### src/rtl/dmem_access_ctrl_pkg.sv
// Shared definitions for the data-memory access controller:
// FSM state encoding, default timeout and the read data returned on a failed load.
package dmem_access_ctrl_pkg;

  typedef enum logic [1:0] {
    IDLE = 2'd0,
    REQ  = 2'd1,
    DONE = 2'd2
  } state_t;

  localparam int          DEFAULT_TIMEOUT = 16;
  localparam logic [31:0] FAULT_RDATA     = 32'h0;

  function automatic logic is_aligned(input logic [1:0] lsbs);
    return (lsbs == 2'b00);
  endfunction

endpackage

### src/rtl/dmem_access_ctrl_timeout_counter.sv
// Counts cycles spent waiting for a bus acknowledge; expired is high in the
// last cycle the controller is allowed to wait.
module timeout_counter #(
  parameter int TIMEOUT = 16,
  parameter int CNT_W   = 5
) (
  input  logic clk,
  input  logic reset,
  input  logic clear,
  input  logic enable,
  output logic expired
);

  logic [CNT_W-1:0] count;

  always_ff @(posedge clk or negedge reset) begin
    if (!reset) begin
      count <= '0;
    end else if (clear) begin
      count <= '0;
    end else if (enable) begin
      count <= count + CNT_W'(1);
    end
  end

  assign expired = (count == CNT_W'(TIMEOUT - 1));

endmodule

### src/rtl/dmem_access_ctrl.sv
// Data-memory stage: runs the datapath's load/store on a req/ack bus and
// holds the processor with stall until the access has finished.
module dmem_access_ctrl
  import dmem_access_ctrl_pkg::*;
#(
  parameter int TIMEOUT = DEFAULT_TIMEOUT,
  parameter int CNT_W   = 5
) (
  input  logic        clk,
  input  logic        reset,
  input  logic        memread,
  input  logic        memwrite,
  input  logic [31:0] addr,
  input  logic [31:0] wdata,
  output logic [31:0] readdata,
  output logic        stall,
  output logic        fault,
  output logic        bus_req,
  output logic        bus_we,
  output logic [31:0] bus_addr,
  output logic [31:0] bus_wdata,
  input  logic        bus_ack,
  input  logic        bus_err,
  input  logic [31:0] bus_rdata
);

  state_t state;
  logic   rq;
  logic   aligned;
  logic   accept;
  logic   err_flag;
  logic   expired;

  assign rq      = memread | memwrite;
  assign aligned = is_aligned(addr[1:0]);
  assign accept  = (state == IDLE) && rq && aligned;

  timeout_counter #(
    .TIMEOUT (TIMEOUT),
    .CNT_W   (CNT_W)
  ) u_timeout (
    .clk     (clk),
    .reset   (reset),
    .clear   (accept),
    .enable  (state == REQ),
    .expired (expired)
  );

  // A write wins when both request lines are set; stores leave readdata alone.
  always_ff @(posedge clk or negedge reset) begin
    if (!reset) begin
      state     <= IDLE;
      readdata  <= '0;
      bus_addr  <= '0;
      bus_wdata <= '0;
      bus_we    <= 1'b0;
      err_flag  <= 1'b0;
    end else begin
      case (state)
        IDLE: begin
          if (accept) begin
            bus_addr  <= {addr[31:2], 2'b00};
            bus_wdata <= wdata;
            bus_we    <= memwrite;
            err_flag  <= 1'b0;
            state     <= REQ;
          end
        end
        REQ: begin
          if (bus_ack) begin
            if (!bus_we) begin
              readdata <= bus_err ? FAULT_RDATA : bus_rdata;
            end
            err_flag <= bus_err;
            state    <= DONE;
          end else if (expired) begin
            if (!bus_we) begin
              readdata <= FAULT_RDATA;
            end
            err_flag <= 1'b1;
            state    <= DONE;
          end
        end
        DONE:    state <= IDLE;
        default: state <= IDLE;
      endcase
    end
  end

  // Gated by reset so a held request cannot stall or fault while in reset.
  assign bus_req = (state == REQ);
  assign stall   = reset && (accept || (state == REQ));
  assign fault   = reset && (((state == IDLE) && rq && !aligned) ||
                             ((state == DONE) && err_flag));

endmodule

### config.mk
export PLATFORM = sky130hd
export DESIGN_NAME = dmem_access_ctrl
export DESIGN_NICKNAME = d
export VERILOG_FILES = /design/src/rtl/dmem_access_ctrl_pkg.sv /design/src/rtl/dmem_access_ctrl_timeout_counter.sv /design/src/rtl/dmem_access_ctrl.sv
export SDC_FILE = /design/constraint.sdc
export NUM_CORES = 1
export LEC_CHECK = 0
export BUFFER_PORTS_ARGS = -buffer_cell sky130_fd_sc_hd__buf_4
export CAP_MARGIN = 20
export CORE_MARGIN = 5
export CORE_UTILIZATION = 40
export CTS_CLUSTER_DIAMETER = 200
export DETAILED_ROUTE_END_ITERATION = 12
export HOLD_SLACK_MARGIN = 0.15
export MAX_ROUTING_LAYER = met4
export PLACE_DENSITY = 0.77
export SLEW_MARGIN = 25
export SYNTH_ARGS = -nofsm -noshare
export SYNTH_HDL_FRONTEND = slang
export SYNTH_HIERARCHICAL = 1
export SYNTH_SLANG_ARGS = --single-unit
export TNS_END_PERCENT = 10
### constraint.sdc
create_clock -name clk -period 3.9 [get_ports clk]
set_clock_uncertainty 0.2 [all_clocks]
set_input_delay 0.78 -clock clk [delete_from_list [all_inputs] [get_ports clk]]
set_output_delay 0.78 -clock clk [all_outputs]
set_load 0.005 [all_outputs]
Word level (Yosys, flattened, before mapping). Cells that the tools add are included.

Bitwise logic cells: 1. Equal/unequal tests: 7. Muxes and demuxes: 15. Reductions and logical operators: 18. Add/sub/neg operators: 1.

Operators with widths (count): $mux 32 (5); $mux 5 (2); $logic_and 1x1->1 (6); $mux 2 (3); $ne 2x2->1 const B (3); $reduce_bool 2->1 (3); $add 5x1->5 const B (1); $eq 5x4->1 const B (1); $logic_not 2->1 (2); $pmux 2 s2 (1); $reduce_and 2->1 (2); $reduce_and 4->1 (1); $mux 1 (3); $ne 3x1->1 const B (1); $reduce_and 3->1 (1); $eq 2x1->1 const B (1); $eq 2x2->1 const B (1); $logic_or 1x1->1 (2); $pmux 1 s2 (1); $logic_not 1->1 (1); $or 1x1->1 (1).

Bits in registers: 103. Logic and storage cells: 49. Bits of input ports: 102. Output and inout port bits: 100.

Longest topological paths before layout.
Depth after elaboration: 5. Gate-level depth with buffers: 8.

Modules after synthesis. Netlist, hierarchy kept.

Modules (own cells, without submodules): dmem_access_ctrl (area an instance 4040.1 um^2, cells each 292, seq. area each 2452.4 um^2, instances 1); timeout_counter (area an instance 270.3 um^2, cells each 23, seq. area each 125.1 um^2, instances 1).

Worst setup path after synthesis. No wires, ideal clock.

Path type: input port to output port. Start: input addr[1]. End: output stall. Data arrival time: 1.926 ns. Stages: 6. Slack: 0.994 ns. Path through: nor2_1 > or4b_1 > clkbuf_1 > buf_6 > buf_6 > a21boi_0.

Word-level cells in the longest chain between the ends: 4.

RTL lines: from (decl) (line dmem_access_ctrl.sv:13) `input logic [31:0] addr,`; $logic_not 2->1 (line dmem_access_ctrl_pkg.sv:15) `return (lsbs == 2'b00);`; $logic_and 1x1->1 (line dmem_access_ctrl.sv:36) `assign accept = (state == IDLE) && rq && aligned;`; $logic_or 1x1->1 (line dmem_access_ctrl.sv:92) `assign stall = reset && (accept || (state == REQ));`; $logic_and 1x1->1 (line dmem_access_ctrl.sv:92); to (decl) (line dmem_access_ctrl.sv:16) `output logic stall,`.

No other way between the ends.

Worst setup path in the final report. Same ends and word-level chain as after synthesis.

==> impl_results.md <==
* RSZ-0062 raised after global routing: false
* Area leader, netlist: dfrtp_1
* Post-synth EDFFs at 0
* Mapped Cells at between 300 and 400
* Clock root cell: clkbuf_8
* Max Clock Freq at between 300 and 400 MHz
* Layout cells sized above 1 at ~56%
* Initial DRC count at roughly 140
* Synthesized area per cell at between 10 and 15 um2
* Slew HR at between 40% and 50%
* Post-Route Setup TNS at 0 ns
* Max-slew violations at 0
* Core Region at around 11000 um2
* Final Setup Violations at 0
* Synth unique cells at 30
* DRC viols at 0
* Rows at 38
* Max VDD drop at 0.327 mV
* Final period util at about four fifths
* CP startpoint kind: input pin
* ANT cells at 0
* Post-Route WL at ~10 mm
* Most used cell, CP: buf_4
* Yosys warnings at 6
* Global route overflow at 0
* CTS clk-pin slew, worst paths at ~0.09 ns
* Share of the synthesized area in the top cell type at between 50% and 60%
* # fillers at 875
* Status: complete, no violations
* Crit Path Max Fanout at 31
* Register Area at 2580 um2
* Top post-synthesis cells by count: dfrtp_1 (103), mux2_2 (37), inv_1 (36)
* Post-synthesis sequential area ratio at between 50% and 60%
* Synth Register Bits at roughly 100
* Die Height at approximately 110 um
* PostCTS Resize Cnt at 0
* Area of the die at 13000 um2
* R2r setup slk at around 1.6 ns
* Worst-Skew Late Latency at between 0.3 and 0.4 ns
* CP endpoint kind: output port
* Max cap viols at 0
* Required @ worst endpoint at slightly below 3 ns
* DR WL/cell at around 15 um
* Final Hold Fails at 0
* CTS Sinks at 103
* Gpl congestion at ~0.8
* CTS tree: yes
* Final #Nets at 617
* Count of input and output buffers at roughly 200
* DPL Wire Length at 7.67 mm
* Pwr Density at approximately 550 nW/um2
* Crit Path Category: input pin to output port
* First-pass GRT wire length at 16.2 mm
* Setup WS pre-CTS at just under 0.7 ns
* Synth area leaders: dfrtp_1 (60%), mux2_2 (9.7%), mux2_4 (9.4%)
* Crit path cell chain: buf_4 > nor2_1 > or4b_4 > a21boi_0 > buf_4
* Ports at a little over 200
* Vias at 3018
* Leakage at 3.07 nW
* Fin crit period at 3.19 ns
* ANT nets after route at 0
* FFs w/ async S/R, synth at between 90% and 100%
* Worst path max stage delay at about 0.74 ns
* Most used DFF post-synth: dfrtp_1
* Total GRT Usage at between 15 and 20%
* P&R area growth vs syn at 41.0%
* Largest net degree at the start of global routing at a little over 70
* Slowest cell on crit path: or4b_4
* Mapped cell area at 4310 um2
* Final worst slack at 0.708 ns
* Vias per cell at roughly 4.6
* Slew @ Worst Pin at just under 0.9 ns
* Num CTS Buffers at 9
* H-Tree Depth at 3
* Initial antenna violation count at 0
* Vias in the first global route at 3240
* DIE WIDTH at 114 um
* Drt pass-1 iters at 4
* Hold crit path type: register to register
* Max Buffers Root-to-Sink at 2
* CP arrival at around 2.2 ns
* Count leader, synth: dfrtp_1
* Area of the multi-input gates at between 1000 and 1500 um2
* Initial Utilization at ~40%
-- sequential cells by signal (all words and copies together) (netlist names) --
signal and count:
readdata 32, bus_wdata 32, state 2, err_flag 1
u_timeout/count 5, bus_addr 30, bus_we 1
-- where the power goes --
part,leakage [nW],total (mW),internal [mW],switching (mW)
registers,1.26,1.61,1.40,0.204
logic,1.72,1.12,0.732,0.385
clock network,0.0862,0.591,0.231,0.361
total,3.07,3.32,2.37,0.951
-- kinds of logic (layout without fill, tap and decap cells) --
family	after synthesis	after routing	synth area share [%]
compound gates	7	7	1.34
xor+xnor	1	1	0.203
fa+ha+maj	2	2	0.580
buf+inv	54	256	5.92
flops	103	103	59.8
mux	97	97	26.7
other cells	1	2	0.0870
simple gates	50	50	5.34
-- layout make-up --
type	instances	area share (%)
clock buffer	10	2.10
clock inverter	6	0.597
inverter	36	2.22
multi-input combinational	159	24.6
sequential	103	42.4
tap	140	2.88
timing repair buffer	204	25.2
-- path summary, 6_finish.rpt --
path | startpoint | endpoint | cells past startpoint
min reg2reg | bus_wdata[26]$_DFFE_PN0P_ | bus_wdata[26]$_DFFE_PN0P_ | 1
max | addr[1] | stall | 5
min in group asynchronous | reset | u_timeout/count[4]$_DFFE_PN0P_ | 2
max reg2reg | state[1]$_DFFE_PN0P_ | bus_wdata[24]$_DFFE_PN0P_ | 3
min | bus_wdata[26]$_DFFE_PN0P_ | bus_wdata[26]$_DFFE_PN0P_ | 1
max in group asynchronous | reset | bus_wdata[26]$_DFFE_PN0P_ | 3
-- repair_timing --
action / in CTS / in global routing
hold endpoints to repair: 23 / 0
setup endpoints to repair: 0 / 0
hold buffers: 1 / 0
setup buffers: 0 / 0
-- worst max-delay path: cells and delay by family --
| family | cells | cell delay, ns |
|---|---|---|
| AND/OR/NAND/NOR | 2 | 0.91 |
| AO/OA/AOI/OAI | 1 | 0.26 |
| buffers and inverters | 2 | 0.25 |
-- per-stage QoR --
step,util [%],hold WS [ns],area (um2),std cells,power (mW)
after global placement,55.2,0.289,5910,641,2.73
after global routing,56.8,0.334,6080,658,3.54
after CTS,56.8,0.316,6080,658,3.38
after floorplan,-,0.284,4310,316,2.06
final,56.8,0.313,6080,658,3.32
after detailed placement,55.2,0.294,5910,641,2.77
-- per-layer routing --
metal	global-route usage [%]	part of all wire, %	vias to the layer above	wire, um
li1	-	-	1413	-
met1	19.6	40	1462	4120
met2	26.1	49	127	5030
met3	4.88	8.2	16	834
met4	5.70	2.0	0	201
met5	-	0	-	0
-- cells in the final DEF, fill, tap and decap left out, drive strengths merged --
cell type	n
a211oi	1
a21bo	1
a21boi	1
a21oi	1
and2	1
and2b	1
and3	1
buf	203
clkbuf	10
clkinv	4
clkinvlp	1
conb	2
dfrtp	103
dlygate4sd3	1
ha	2
inv	37
mux2	64
mux2i	33
nand2	32
nand2b	1
nand3b	2
nand4	1
nor2	8
nor2b	1
nor3	1
o221a	1
o31ai	1
o41ai	1
or4b	1
xnor2	1
(Power assumes the default switching activity.)
